==> config.mk <==
export PLATFORM = sky130hd
export DESIGN_NAME = hazard_scoreboard_unit
export DESIGN_NICKNAME = d
export VERILOG_FILES = /design/src/rtl/hazard_pkg.sv /design/src/rtl/mdu_scoreboard.sv /design/src/rtl/hazard_scoreboard_unit.sv
export SDC_FILE = /design/constraint.sdc
export NUM_CORES = 1
export LEC_CHECK = 0
export BUFFER_PORTS_ARGS = -buffer_cell sky130_fd_sc_hd__clkbuf_2
export CAP_MARGIN = 5
export CORE_AREA = 4 4 58 60
export CTS_CLUSTER_DIAMETER = 100
export DETAILED_ROUTE_END_ITERATION = 6
export DIE_AREA = 0 0 62 64
export GPL_ROUTABILITY_DRIVEN = 0
export PLACE_DENSITY = 0.78
export REMOVE_ABC_BUFFERS = 1
export SYNTH_ARGS = -nofsm -noshare
export SYNTH_HDL_FRONTEND = slang
export SYNTH_SLANG_ARGS = --single-unit
==> constraint.sdc <==
create_clock -name clk -period 6.1 [get_ports clk]
set_input_delay 1.525 -clock clk [delete_from_list [all_inputs] [get_ports clk]]
set_output_delay 1.525 -clock clk [all_outputs]
set_load 0.005 [all_outputs]
==> src/rtl/hazard_pkg.sv <==
// ============================================================================
// Module : hazard_pkg
// Brief  : Shared forwarding-select codes and scoreboard state encoding for
//          the hazard/forwarding unit.
// Rev    : 1.0  initial release
// ============================================================================
`default_nettype none

package hazard_pkg;

  localparam logic [1:0] FWD_RF  = 2'b00;
  localparam logic [1:0] FWD_WB  = 2'b01;
  localparam logic [1:0] FWD_MEM = 2'b10;

  typedef enum logic [1:0] {
    SB_IDLE = 2'b00,
    SB_BUSY = 2'b01,
    SB_DONE = 2'b10
  } sb_state_t;

endpackage

`default_nettype wire

==> src/rtl/mdu_scoreboard.sv <==
// ============================================================================
// Module : mdu_scoreboard
// Brief  : Tracks one outstanding multi-cycle MDU op; raises the writeback
//          strobe in its final cycle and flags D-stage conflicts while busy.
// Rev    : 1.0  initial release
// ============================================================================
`default_nettype none

module mdu_scoreboard
  import hazard_pkg::*;
#(
  parameter int REG_AW  = 5,
  parameter int MDU_LAT = 4
) (
  input  logic              clk,
  input  logic              rst_n,
  input  logic              issue,
  input  logic [REG_AW-1:0] issue_dst,
  input  logic [REG_AW-1:0] rs_d,
  input  logic [REG_AW-1:0] rt_d,
  input  logic [REG_AW-1:0] write_reg_d,
  input  logic              reg_write_d,
  output logic              busy,
  output logic              raw_hit,
  output logic              waw_hit,
  output logic              done,
  output logic [REG_AW-1:0] done_dst
);

  localparam logic [3:0] c_CNT_INIT = 4'(MDU_LAT - 1);

  if (MDU_LAT < 2 || MDU_LAT > 15) begin : g_lat_check
    $error("mdu_scoreboard: MDU_LAT must be within 2..15");
  end

  sb_state_t         r_state, w_state_next;
  logic [3:0]        r_cnt, w_cnt_next;
  logic [REG_AW-1:0] r_dst, w_dst_next;

  always_ff @(posedge clk or negedge rst_n) begin
    if (!rst_n) begin
      r_state <= SB_IDLE;
      r_cnt   <= '0;
      r_dst   <= '0;
    end else begin
      r_state <= w_state_next;
      r_cnt   <= w_cnt_next;
      r_dst   <= w_dst_next;
    end
  end

  always_comb begin
    w_state_next = r_state;
    w_cnt_next   = r_cnt;
    w_dst_next   = r_dst;
    case (r_state)
      SB_BUSY: begin
        w_cnt_next = r_cnt - 4'd1;
        if (r_cnt == 4'd2) w_state_next = SB_DONE;
      end
      SB_DONE: begin
        w_state_next = SB_IDLE;
        w_cnt_next   = '0;
      end
      default: begin
        w_state_next = SB_IDLE;
        w_cnt_next   = '0;
      end
    endcase
    // A new issue wins over retirement, so a DONE cycle can hand off directly.
    if (issue) begin
      w_dst_next   = issue_dst;
      w_cnt_next   = c_CNT_INIT;
      w_state_next = (c_CNT_INIT > 4'd1) ? SB_BUSY : SB_DONE;
    end
  end

  assign busy     = (r_state == SB_BUSY);
  assign done     = (r_state == SB_DONE);
  assign done_dst = done ? r_dst : '0;
  assign raw_hit  = busy && (((rs_d != '0) && (rs_d == r_dst)) ||
                             ((rt_d != '0) && (rt_d == r_dst)));
  assign waw_hit  = busy && reg_write_d && (write_reg_d == r_dst);

endmodule

`default_nettype wire

==> src/rtl/hazard_scoreboard_unit.sv <==
// ============================================================================
// Module : hazard_scoreboard_unit
// Brief  : 5-stage MIPS hazard/forwarding unit with a one-op MDU scoreboard.
//          Define HAZARD_PERF_EN to add saturating stall-cause counters.
// Rev    : 1.0  initial release
// ============================================================================
`default_nettype none

module hazard_scoreboard_unit
  import hazard_pkg::*;
#(
  parameter int REG_AW  = 5,
  parameter int MDU_LAT = 4
`ifdef HAZARD_PERF_EN
  ,
  parameter int CNT_W   = 32
`endif
) (
  input  logic              clk,
  input  logic              rst_n,
  input  logic [REG_AW-1:0] Rs_D,
  input  logic [REG_AW-1:0] Rt_D,
  input  logic [REG_AW-1:0] Write_Reg_D,
  input  logic              Reg_Write_D,
  input  logic              Branch_D,
  input  logic              Mdu_D,
  input  logic [REG_AW-1:0] Rs_E,
  input  logic [REG_AW-1:0] Rt_E,
  input  logic [REG_AW-1:0] Write_Reg_E,
  input  logic              Reg_Write_E,
  input  logic              MemtoReg_E,
  input  logic              Mdu_E,
  input  logic [REG_AW-1:0] Write_Reg_M,
  input  logic              Reg_Write_M,
  input  logic              MemtoReg_M,
  input  logic [REG_AW-1:0] Write_Reg_W,
  input  logic              Reg_Write_W,
  output logic              Stall_F,
  output logic              Stall_D,
  output logic              Flush_E,
  output logic [1:0]        Forward_AE,
  output logic [1:0]        Forward_BE,
  output logic              Forward_AD,
  output logic              Forward_BD,
  output logic              Mdu_Done,
  output logic [REG_AW-1:0] Mdu_Dst
`ifdef HAZARD_PERF_EN
  ,
  output logic [CNT_W-1:0]  Lw_Stall_Cnt,
  output logic [CNT_W-1:0]  Br_Stall_Cnt,
  output logic [CNT_W-1:0]  Mdu_Stall_Cnt
`endif
);

  logic w_m_fwd_ok, w_w_fwd_ok;
  logic w_lw_stall, w_br_stall, w_mdu_stall, w_stall;
  logic w_mdu_busy, w_mdu_raw, w_mdu_waw, w_mdu_str;

  assign w_m_fwd_ok = Reg_Write_M && (Write_Reg_M != '0);
  assign w_w_fwd_ok = Reg_Write_W && (Write_Reg_W != '0);

  assign Forward_AE = (w_m_fwd_ok && (Write_Reg_M == Rs_E)) ? FWD_MEM :
                      (w_w_fwd_ok && (Write_Reg_W == Rs_E)) ? FWD_WB  : FWD_RF;
  assign Forward_BE = (w_m_fwd_ok && (Write_Reg_M == Rt_E)) ? FWD_MEM :
                      (w_w_fwd_ok && (Write_Reg_W == Rt_E)) ? FWD_WB  : FWD_RF;
  assign Forward_AD = w_m_fwd_ok && (Write_Reg_M == Rs_D);
  assign Forward_BD = w_m_fwd_ok && (Write_Reg_M == Rt_D);

  assign w_lw_stall = MemtoReg_E && (Write_Reg_E != '0) &&
                      ((Rs_D == Write_Reg_E) || (Rt_D == Write_Reg_E));
  // Branch compares in D, so an ALU result still in E or a load still in M must be waited on.
  assign w_br_stall = Branch_D &&
                      ((Reg_Write_E && (Write_Reg_E != '0) &&
                        ((Rs_D == Write_Reg_E) || (Rt_D == Write_Reg_E))) ||
                       (MemtoReg_M && (Write_Reg_M != '0) &&
                        ((Rs_D == Write_Reg_M) || (Rt_D == Write_Reg_M))));

  mdu_scoreboard #(
    .REG_AW  (REG_AW),
    .MDU_LAT (MDU_LAT)
  ) u_mdu_scoreboard (
    .clk         (clk),
    .rst_n       (rst_n),
    .issue       (Mdu_E && (Write_Reg_E != '0)),
    .issue_dst   (Write_Reg_E),
    .rs_d        (Rs_D),
    .rt_d        (Rt_D),
    .write_reg_d (Write_Reg_D),
    .reg_write_d (Reg_Write_D),
    .busy        (w_mdu_busy),
    .raw_hit     (w_mdu_raw),
    .waw_hit     (w_mdu_waw),
    .done        (Mdu_Done),
    .done_dst    (Mdu_Dst)
  );

  assign w_mdu_str   = Mdu_D && w_mdu_busy;
  assign w_mdu_stall = w_mdu_raw || w_mdu_waw || w_mdu_str;
  assign w_stall     = w_lw_stall || w_br_stall || w_mdu_stall;

  assign Stall_F = w_stall;
  assign Stall_D = w_stall;
  assign Flush_E = w_stall;

`ifdef HAZARD_PERF_EN
  logic [2:0]       w_cause;
  logic [CNT_W-1:0] r_perf_cnt [3];

  assign w_cause = {w_mdu_stall, w_br_stall, w_lw_stall};

  for (genvar gi = 0; gi < 3; gi++) begin : g_perf_cnt
    always_ff @(posedge clk or negedge rst_n) begin
      if (!rst_n) begin
        r_perf_cnt[gi] <= '0;
      end else if (w_cause[gi] && (r_perf_cnt[gi] != '1)) begin
        r_perf_cnt[gi] <= r_perf_cnt[gi] + 1'b1;
      end
    end
  end

  assign Lw_Stall_Cnt  = r_perf_cnt[0];
  assign Br_Stall_Cnt  = r_perf_cnt[1];
  assign Mdu_Stall_Cnt = r_perf_cnt[2];
`endif

endmodule

`default_nettype wire

---- Word level (Yosys, flattened, before mapping) ----
Index checks and enable logic that the tools add are counted.
word-level totals
  register bits ........................... 11
  latch bits .............................. 0
  RAM bits ................................ 0
  ROM bits ................................ 0
  bits of input ports ..................... 51
  output and inout bits ................... 15
  logic and storage cells ................. 66
  memories kept ........................... 0
cells by class
  add/sub/neg operators ................... 1
  multiply operators ...................... 0
  div/mod/pow operators ................... 0
  magnitude comparators ................... 0
  eq/ne operators ......................... 17
  shift operators ......................... 0
  mux-type cells .......................... 10
  bitwise operators ....................... 0
  reductions and logical operators ........ 35
operators by type and width
  operator             number
  $eq 5x5->1           13
  $reduce_bool 5->1    5
  $logic_and 1x1->1    22
  $mux 2               5
  $logic_or 1x1->1     8
  $mux 4               2
  $mux 5               1
  $eq 4x2->1 const B   1
  $sub 4x1->4 const B  1
  $ne 3x2->1 const B   1
  $eq 2x1->1 const B   1
  $eq 2x2->1 const B   1
  $mux 1               2

---- Longest topological paths before layout ----
Gate-level depths: netlist of the first run.
  depth after elaboration ................. 7
  mapped depth ............................ 7
  depth with buffers taken out ............ 5

---- Hierarchy ----
A second synthesis of the first run with hierarchy kept.
unflattened totals
  cells, all modules ...................... 144
  area total of the unflattened synthesis .. 1272.5 sq um
modules (own cells, without submodules)
  module                  instances  cells an instance  area an instance (sq um)  sequential area each (sq um)
  mdu_scoreboard          1          66                 679.4                     275.3
  hazard_scoreboard_unit  1          78                 593.1                     0.0

---- Least setup slack after synthesis of the first run ----
No wires, ideal clock.
  path kind ............................... in2out
  from .................................... input Write_Reg_E[3]
  to ...................................... output Stall_D
  data arrival time ....................... 2.827 ns
  required time ........................... 4.575 ns
  path slack .............................. 1.748 ns
  stages .................................. 7
  buffers on the path ..................... 2
  cell sequence ........................... clkbuf_1 > xnor2_1 > nand3_1 > nor3_1 > a31oi_1 > o311ai_1 > buf_4
between the ends
  longest elaborated chain between the ends .. 7
  elaborated cells between the ends (all ways) .. 12
  those cells by class .................... eq/ne: 2; reduce/logical: 10
RTL lines
  element                                                RTL line                                                                                  RTL
  start: declaration                                     hazard_scoreboard_unit.sv:29                                                              input logic [REG_AW-1:0] Write_Reg_E,
  $eq 5x5->1 or $reduce_bool 5->1 (tied branches)        --
  $logic_or 1x1->1 or $logic_and 1x1->1 (tied branches)  hazard_scoreboard_unit.sv:70, hazard_scoreboard_unit.sv:74, hazard_scoreboard_unit.sv:73
  $logic_and 1x1->1                                      hazard_scoreboard_unit.sv:73                                                              ((Reg_Write_E && (Write_Reg_E != '0) &&
  $logic_or 1x1->1                                       hazard_scoreboard_unit.sv:74                                                              ((Rs_D == Write_Reg_E) || (Rt_D == Write_Reg_E))) ||
  $logic_and 1x1->1                                      hazard_scoreboard_unit.sv:72                                                              assign w_br_stall = Branch_D &&
  $logic_or 1x1->1 (*) (2 in series)                     hazard_scoreboard_unit.sv:99                                                              assign w_stall = w_lw_stall || w_br_stall || w_mdu_stall;
  end: declaration                                       hazard_scoreboard_unit.sv:39                                                              output logic Stall_D,
Mark *: on every way between the ends. The rest lies on a longest branch, timed or not.

---- Worst setup path in the final report of the first run ----
  from .................................... input Rs_D[0]
  to ...................................... output Stall_D
between the ends
  longest elaborated chain between the ends .. 7
  elaborated cells between the ends (all ways) .. 18
  those cells by class .................... eq/ne: 3; reduce/logical: 15
RTL lines
  element                                                RTL line                                                    RTL
  start: declaration                                     hazard_scoreboard_unit.sv:21                                input logic [REG_AW-1:0] Rs_D,
  $eq 5x5->1 (tied with other cells)                     hazard_scoreboard_unit.sv:70, hazard_scoreboard_unit.sv:74
  $logic_or 1x1->1 (tied with other cells)               hazard_scoreboard_unit.sv:70, hazard_scoreboard_unit.sv:74
  $logic_and 1x1->1 (tied with other cells)              hazard_scoreboard_unit.sv:73
  $logic_or 1x1->1 or $logic_and 1x1->1 (tied branches)  hazard_scoreboard_unit.sv:74, mdu_scoreboard.sv:81
  $logic_and 1x1->1 or $logic_or 1x1->1 (tied branches)  hazard_scoreboard_unit.sv:72, hazard_scoreboard_unit.sv:98
  $logic_or 1x1->1, on equally long branches             hazard_scoreboard_unit.sv:99, hazard_scoreboard_unit.sv:98
  $logic_or 1x1->1 (*)                                   hazard_scoreboard_unit.sv:99
Marked as above.

==> summary.md, run 1 <==
| Metric | Value |
|---|---|
| Worst path arrival time | `2.89 ns` |
| Worst R2R End | `u_mdu_scoreboard.r_state[0]` |
| Final wirelength | `3360 um` |
| Nets | `262` |
| Final TNS setup | `0 ns` |
| Met3 usage | `0.0222` |
| Buffer and inverter count on the worst path | `2` |
| Fin crit period | `4.42 ns` |
| # H-tree levels | `1` |
| CTS Buffer Depth | `2` |
| Peak VDD IR | `0.128 mV` |
| Reg2reg setup slack | `5.03 ns` |
| Worst slew pin tran | `0.401 ns` |
| Drt pass-1 iters | `4` |
| Post-CTS sizing | `0` |
| Die W | `roughly 62 um` |
| WL/cell | `14.0 um` |
| Ant diodes | `0` |
| FF+latch count, synth | `11` |
| CTS tree | `yes` |
| Final HPWL DP | `2910 um` |
| Share of post-route cells with drive strength above 1 | `0.341` |
| Final period utilization | `0.725` |
| Synth Instances | `between 100 and 150` |
| Initial antenna violation count | `0` |
| Worst-path clk slew | `0.07 ns` |
| Core Area | `0.00293 mm^2` |
| Residual DRC | `0` |
| Busiest layer in global routing | `met2` |
| GR Util met1 | `0.215` |
| Pins Over Slew Limit | `0` |
| Worst-Skew Late Latency | `0.27 ns` |
| CP cell instances | `clkbuf_2 -> o41ai_1 -> a21oi_1 -> o41ai_1 -> o311ai_1 -> clkbuf_2` |
| Chip height | `64 um` |
| Avg Cell Area, Syn | `8.45 um^2` |
| Largest fanout on the critical path | `4` |
| Vias per cell | `approximately 5.2` |
| Yosys warns | `0` |
| Layout filler cell count | `295` |
| Pwr Total | `about 0.26 mW` |
| Clock sinks | `11` |
| Reg area | `275 um^2` |
| Outcome | `complete, no violations` |
| Critical path class | `input port to output port` |
| WHS Endpoint | `u_mdu_scoreboard.r_cnt[0]` |
| CP required | `4.58 ns` |
| # rows | `20` |
| Share of the yosys chip area belonging to registers | `0.222` |
| Worst hold start | `u_mdu_scoreboard.r_cnt[0]` |
| Post-DRT Antenna Nets | `0` |
| Area Overhead vs Synth | `28.1%` |
| CP startpoint kind | `input port` |
| Grt met2 use | `0.315` |
| # Max-Cap Violations | `0` |
| # setup viols final | `0` |
| Worst Reg2Reg Path Length in Cells | `4` |
| Vias in the first global route | `1,248` |
| Area of the die | `0.00397 mm^2` |
| Initial drt markers | `20` |
| Slowest-stage cell, CP | `o41ai_1` |
| CP endpoint kind | `output port` |
| Crit-path max cell delay | `0.38 ns` |
| Worst relative slew slack | `0.728` |
| I/O Buffers | `65` |
| RSZ-0062 raised after global routing | `false` |
| Hold_ws | `0.512 ns` |
| Synth Cell Area | `0.00124 mm^2` |
| Top Ports | `66` |
| Hold Path Class | `register to register` |
| Achievable frequency | `226 MHz` |
| Post-CTS Setup Repair Bufs | `0` |
| Gr ovfl total | `0` |
| Clock skew | `approximately 0.00024 ns` |
| Worst Hold Depth | `1` |
| Final Hold Fails | `0` |
| Clk root buf | `clkbuf_4` |
| Area of the multi-input gates | `916 um^2` |
| Total Routing Usage GR | `0.176` |
| CTS Hold Bufs | `0` |
| Power Density | `161 mW/mm^2` |
| First-pass GRT wire length | `between 5000 and 6000 um` |
| Initial core utilization | `0.424` |
| Leakage | `0.756 nW` |
| Synth unique cells | `30` |
| Largest net degree at the start of global routing | `12` |
| Family with the most delay on the worst path | `compound AO/OA/AOI/OAI gates` |
| Worst r2r src | `u_mdu_scoreboard.r_cnt[0]` |
| Total CTS buffers | `3` |
| Routed via count | `1,245` |
[synthesized netlist by cell type]
cell type / n / area, um^2
xnor2_1: 28 / 245
xor2_1: 27 / 236
dfrtp_1: 11 / 275
nand2_1: 10 / 37.5
nor2_1: 6 / 22.5
nor3_1: 6 / 30.0
and2_1: 5 / 31.3
buf_2: 5 / 25.0
nand3_1: 5 / 25.0
nor4_1: 5 / 31.3
nor2b_1: 4 / 25.0
o21ai_0: 4 / 20.0
a21oi_1: 3 / 15.0
a22o_1: 3 / 26.3
o41ai_1: 3 / 26.3
or4_1: 3 / 22.5
and3_1: 2 / 12.5
buf_4: 2 / 15.0
ha_1: 2 / 25.0
inv_1: 2 / 7.51
nand4_1: 2 / 12.5
a31oi_1: 1 / 6.26
clkbuf_1: 1 / 3.75
nand2_2: 1 / 6.26
nand2b_1: 1 / 6.26
nor3b_1: 1 / 7.51
o2111ai_1: 1 / 8.76
o21ai_4: 1 / 16.3
o311ai_1: 1 / 8.76
or4_4: 1 / 11.3
[power breakdown]
group | switching, mW | total [mW] | internal [mW]
clock | 0.0225 | 0.0478 | 0.0253
sequential | 0.0132 | 0.0974 | 0.0842
combinational | 0.0548 | 0.111 | 0.0559
total | 0.0905 | 0.256 | 0.165
[state kept, by name, summed over array words and instances (netlist names)]
name	cells
u_mdu_scoreboard.r_cnt	4
u_mdu_scoreboard.r_dst	5
u_mdu_scoreboard.r_state	2
[cell usage in the layout (no fill, tap or decap)]
cell / n
nand3_1: 5
nand4_1: 2
ha_1: 2
nor2_1: 6
o21ai_4: 1
xor2_1: 27
a21oi_1: 3
nor4_1: 5
xnor2_1: 28
nor3b_1: 1
nand2_2: 1
nor3_1: 6
nor2b_1: 4
o311ai_1: 1
dfrtp_1: 11
o2111ai_1: 1
inv_1: 2
or4_1: 3
a22o_1: 3
clkbuf_4: 3
clkbuf_2: 65
clkbuf_1: 1
o21ai_0: 4
nand2_1: 10
o41ai_1: 3
a31oi_1: 1
or4_4: 1
and2_1: 5
nand2b_1: 1
and3_1: 2
[routing by layer]
metal / share of wire / routed length, um
met1: 0.39 / 1330
met2: 0.49 / 1640
met3: 0.11 / 383
met4: 0.0048 / 16
met5: 0 / 0
[worst register-to-register path, delay by kind of cell (launching register included)]
family | cells | cell delay (ns)
flops | 1 | 0.40
compound gates | 1 | 0.11
simple gates | 1 | 0.20
fa+ha+maj | 1 | 0.15
buf+inv | 1 | 0.08
[per-stage QoR]
step	utilization	cell area, um^2	setup WS, ns	cells
finish	0.544	1590	1.68	241
global placement	0.535	1570	1.75	237
detailed placement	0.535	1570	1.67	237
CTS	0.544	1590	1.67	241
global route	0.544	1590	1.53	241
floorplan	-	1200	2.08	139
[worst max-delay path by stage]
stage	startpoint	to	cells after the start
floorplan	Rs_D[0]	Flush_E	4
global placement	Rs_D[0]	Stall_D	6
detailed placement	Rs_D[0]	Stall_D	6
CTS	Rs_D[0]	Stall_D	6
global route	Rs_D[0]	Stall_D	6
finish	Rs_D[0]	Stall_D	6
[layout make-up]
type / instances / share of cell area
Tap cell: 33 / 0.0259
Multi-Input combinational cell: 126 / 0.575
Clock buffer: 4 / 0.0165
Timing Repair Buffer: 65 / 0.204
Inverter: 2 / 0.00472
Sequential cell: 11 / 0.173
[kinds of logic (layout without fill, tap and decap cells)]
logic type | count (synthesis) | after routing | share of synthesized area
xor gates and xnor gates | 55 | 55 | 0.388
and+or+nand+nor | 52 | 52 | 0.227
AOI/OAI and AO/OA | 17 | 17 | 0.103
DFF | 11 | 11 | 0.222
buffers and inverters | 10 | 71 | 0.0413
adders and majority gates | 2 | 2 | 0.0201
Note: power is estimated with default switching activity, not from simulation.
==> inputs of run 2 (changes only) <==
==> constraint.sdc (replaced) <==
create_clock -name clk -period 4.6 [get_ports clk]
set_input_delay 1.15 -clock clk [delete_from_list [all_inputs] [get_ports clk]]
set_output_delay 1.15 -clock clk [all_outputs]
set_load 0.005 [all_outputs]
==> run 2 against run 1 <==
  * Worst setup slack worse by 0.72 ns
  * Combinational power grew 32%
  * Register-to-register slack lost 1.5 ns
  * Routed wire length shrank 1.1%
  * Sequential power grew 32%
  * Hold slack better by 0.0015 ns
  * Sequential share of layout area unchanged
  * Via count increased by 0.48%
  * Critical path type unchanged
  * Largest cell class unchanged
  * Largest power group unchanged
  * Highest routed layer unchanged
==> summary.md, run 2 (synthesis results as in run 1) <==
| Metric | Value |
|---|---|
| Wl on met1 | `between 1000 and 1500 um` |
| Worst-Skew Late Latency | `0.27 ns` |
| # setup viols final | `0` |
| Die W | `62 um` |
| Combinational power share | `0.432` |
| Routed via count | `1,251` |
| Chip height | `64 um` |
| Clk root buf | `clkbuf_4` |
| Sw power | `0.121 mW` |
| Clock sinks | `11` |
| Largest net degree at the start of global routing | `12` |
| Achievable frequency | `275 MHz` |
| Top Ports | `66` |
| Largest fanout on the critical path | `4` |
| Initial antenna violation count | `0` |
| Share of post-route cells with drive strength above 1 | `0.341` |
| First-pass GRT wire length | `5210 um` |
| Nets | `262` |
| Hold Path Class | `register to register` |
| Total CTS buffers | `3` |
| Final wirelength | `3330 um` |
| Gr ovfl total | `0` |
| Number of flip-flops under the largest register name | `5` |
| Most frequent cells in the layout | `65 x clkbuf_2, 28 x xnor2_1, 27 x xor2_1` |
| # Max-Cap Violations | `0` |
| Final TNS setup | `0 ns` |
| RSZ-0062 raised after global routing | `false` |
| Biggest regs | `u_mdu_scoreboard.r_dst: 5 flops, u_mdu_scoreboard.r_cnt: 4 flops, u_mdu_scoreboard.r_state: 2 flops` |
| CP required | `3.45 ns` |
| # rows | `20` |
| Residual DRC | `0` |
| Peak VDD IR | `0.209 mV` |
| Vias in the first global route | `about 1.2k` |
| Worst relative slew slack | `0.735` |
| Clock skew | `0.000555 ns` |
| CP endpoint kind | `output port` |
| Clock Power Share | `0.188` |
| Pins Over Slew Limit | `0` |
| Cell-internal power | `approximately 0.22 mW` |
| Initial drt markers | `19` |
| Area of the die | `0.00397 mm^2` |
| Critical path class | `input port to output port` |
| Leakage | `between 0.7 and 0.8 nW` |
| I/O Buffers | `65` |
| Ant diodes | `0` |
| Sequential power share | `0.380` |
| Post-DRT Antenna Nets | `0` |
| Post-CTS sizing | `0` |
| Core Area | `0.00293 mm^2` |
| Worst-path clk slew | `0.06 ns` |
| Final HPWL DP | `2870 um` |
| Final period utilization | `0.791` |
| Initial core utilization | `0.424` |
| CTS tree | `yes` |
| WL/cell | `13.8 um` |
| Launch point of the worst path | `Rs_D[0]` |
| Most common cell after layout, fill and taps aside | `clkbuf_2` |
| Power Density | `214 mW/mm^2` |
| Detailed-routed wire length on met3 | `387 um` |
| Worst path arrival time | `2.49 ns` |
| Net Sw Frac | `0.356` |
| Top Layer Used | `met4` |
| Vias per cell | `5.19` |
| CTS Hold Bufs | `0` |
| Post-CTS Setup Repair Bufs | `0` |
| Worst hold start | `u_mdu_scoreboard.r_cnt[0]` |
| CP startpoint kind | `input port` |
| Met2 WL post-DR | `approximately 1600 um` |
| Fin crit period | `3.64 ns` |
| Register with the most flip-flops | `u_mdu_scoreboard.r_dst` |
| # H-tree levels | `1` |
| Total Routing Usage GR | `0.171` |
| Area Overhead vs Synth | `28.1%` |
| Worst r2r src | `u_mdu_scoreboard.r_cnt[0]` |
| Drt pass-1 iters | `4` |
| CTS Buffer Depth | `2` |
| Final Hold Fails | `0` |
| Outcome | `complete, no violations` |
| Hold_ws | `0.514 ns` |
| Worst slew pin tran | `between 0.3 and 0.4 ns` |
==> run 2: cell counts in the layout (fill, tap and decap cells not counted) <==
No cell type changed its count.
==> run 2: path summary, 6_finish.rpt <==
path	endpoint	slack, ns	cells past startpoint
worst max-delay path	Stall_D	0.96	6
worst min-delay path	u_mdu_scoreboard.r_cnt[0]	0.51	1
worst max register to register	u_mdu_scoreboard.r_state[0]	3.49	4
worst min register to register	u_mdu_scoreboard.r_cnt[0]	0.51	1
max in group asynchronous	u_mdu_scoreboard.r_dst[1]	3.65	1
min in group asynchronous	u_mdu_scoreboard.r_cnt[1]	0.74	1
==> run 2: power groups by stage <==
| stage | combinational [mW] | sequential [mW] | clock [mW] |
|---|---|---|---|
| floorplan | 0.0854 | 0.125 | 0 |
| global placement | 0.145 | 0.130 | 0 |
| detailed placement | 0.149 | 0.131 | 0 |
| CTS | 0.150 | 0.129 | 0.0639 |
| global route | 0.165 | 0.132 | 0.0659 |
| finish | 0.147 | 0.129 | 0.0640 |
==> run 2: per-stage QoR <==
step / area, um^2 / utilization / cells / setup WS (ns) / total power, mW
final: 1590 / 0.544 / 241 / 0.960 / 0.341
after global routing: 1590 / 0.544 / 241 / 0.818 / 0.363
after CTS: 1590 / 0.544 / 241 / 0.952 / 0.343
after detailed placement: 1570 / 0.535 / 237 / 0.953 / 0.279
after global placement: 1570 / 0.535 / 237 / 1.00 / 0.274
after floorplan: 1200 / - / 139 / 1.33 / 0.211
==> run 2: final cells by class <==
class	count	area [um^2]
clock buffer	4	26.3
fill	268	1340
inverter	2	7.51
multi-input combinational	126	916
sequential	11	275
tap	33	41.3
timing repair buffer	65	325
==> run 2: layer usage <==
layer  GRT usage  vias up
met5           0        -
met4      0.0477        0
met3      0.0222        5
met2       0.312       62
met1       0.197      554
li1            -      630
==> run 2: critical path, cell delays in order <==
cell and delay, ns:
clkbuf_2 0.13, o41ai_1 0.35, a21oi_1 0.13, o41ai_1 0.37, o311ai_1 0.20, clkbuf_2 0.15
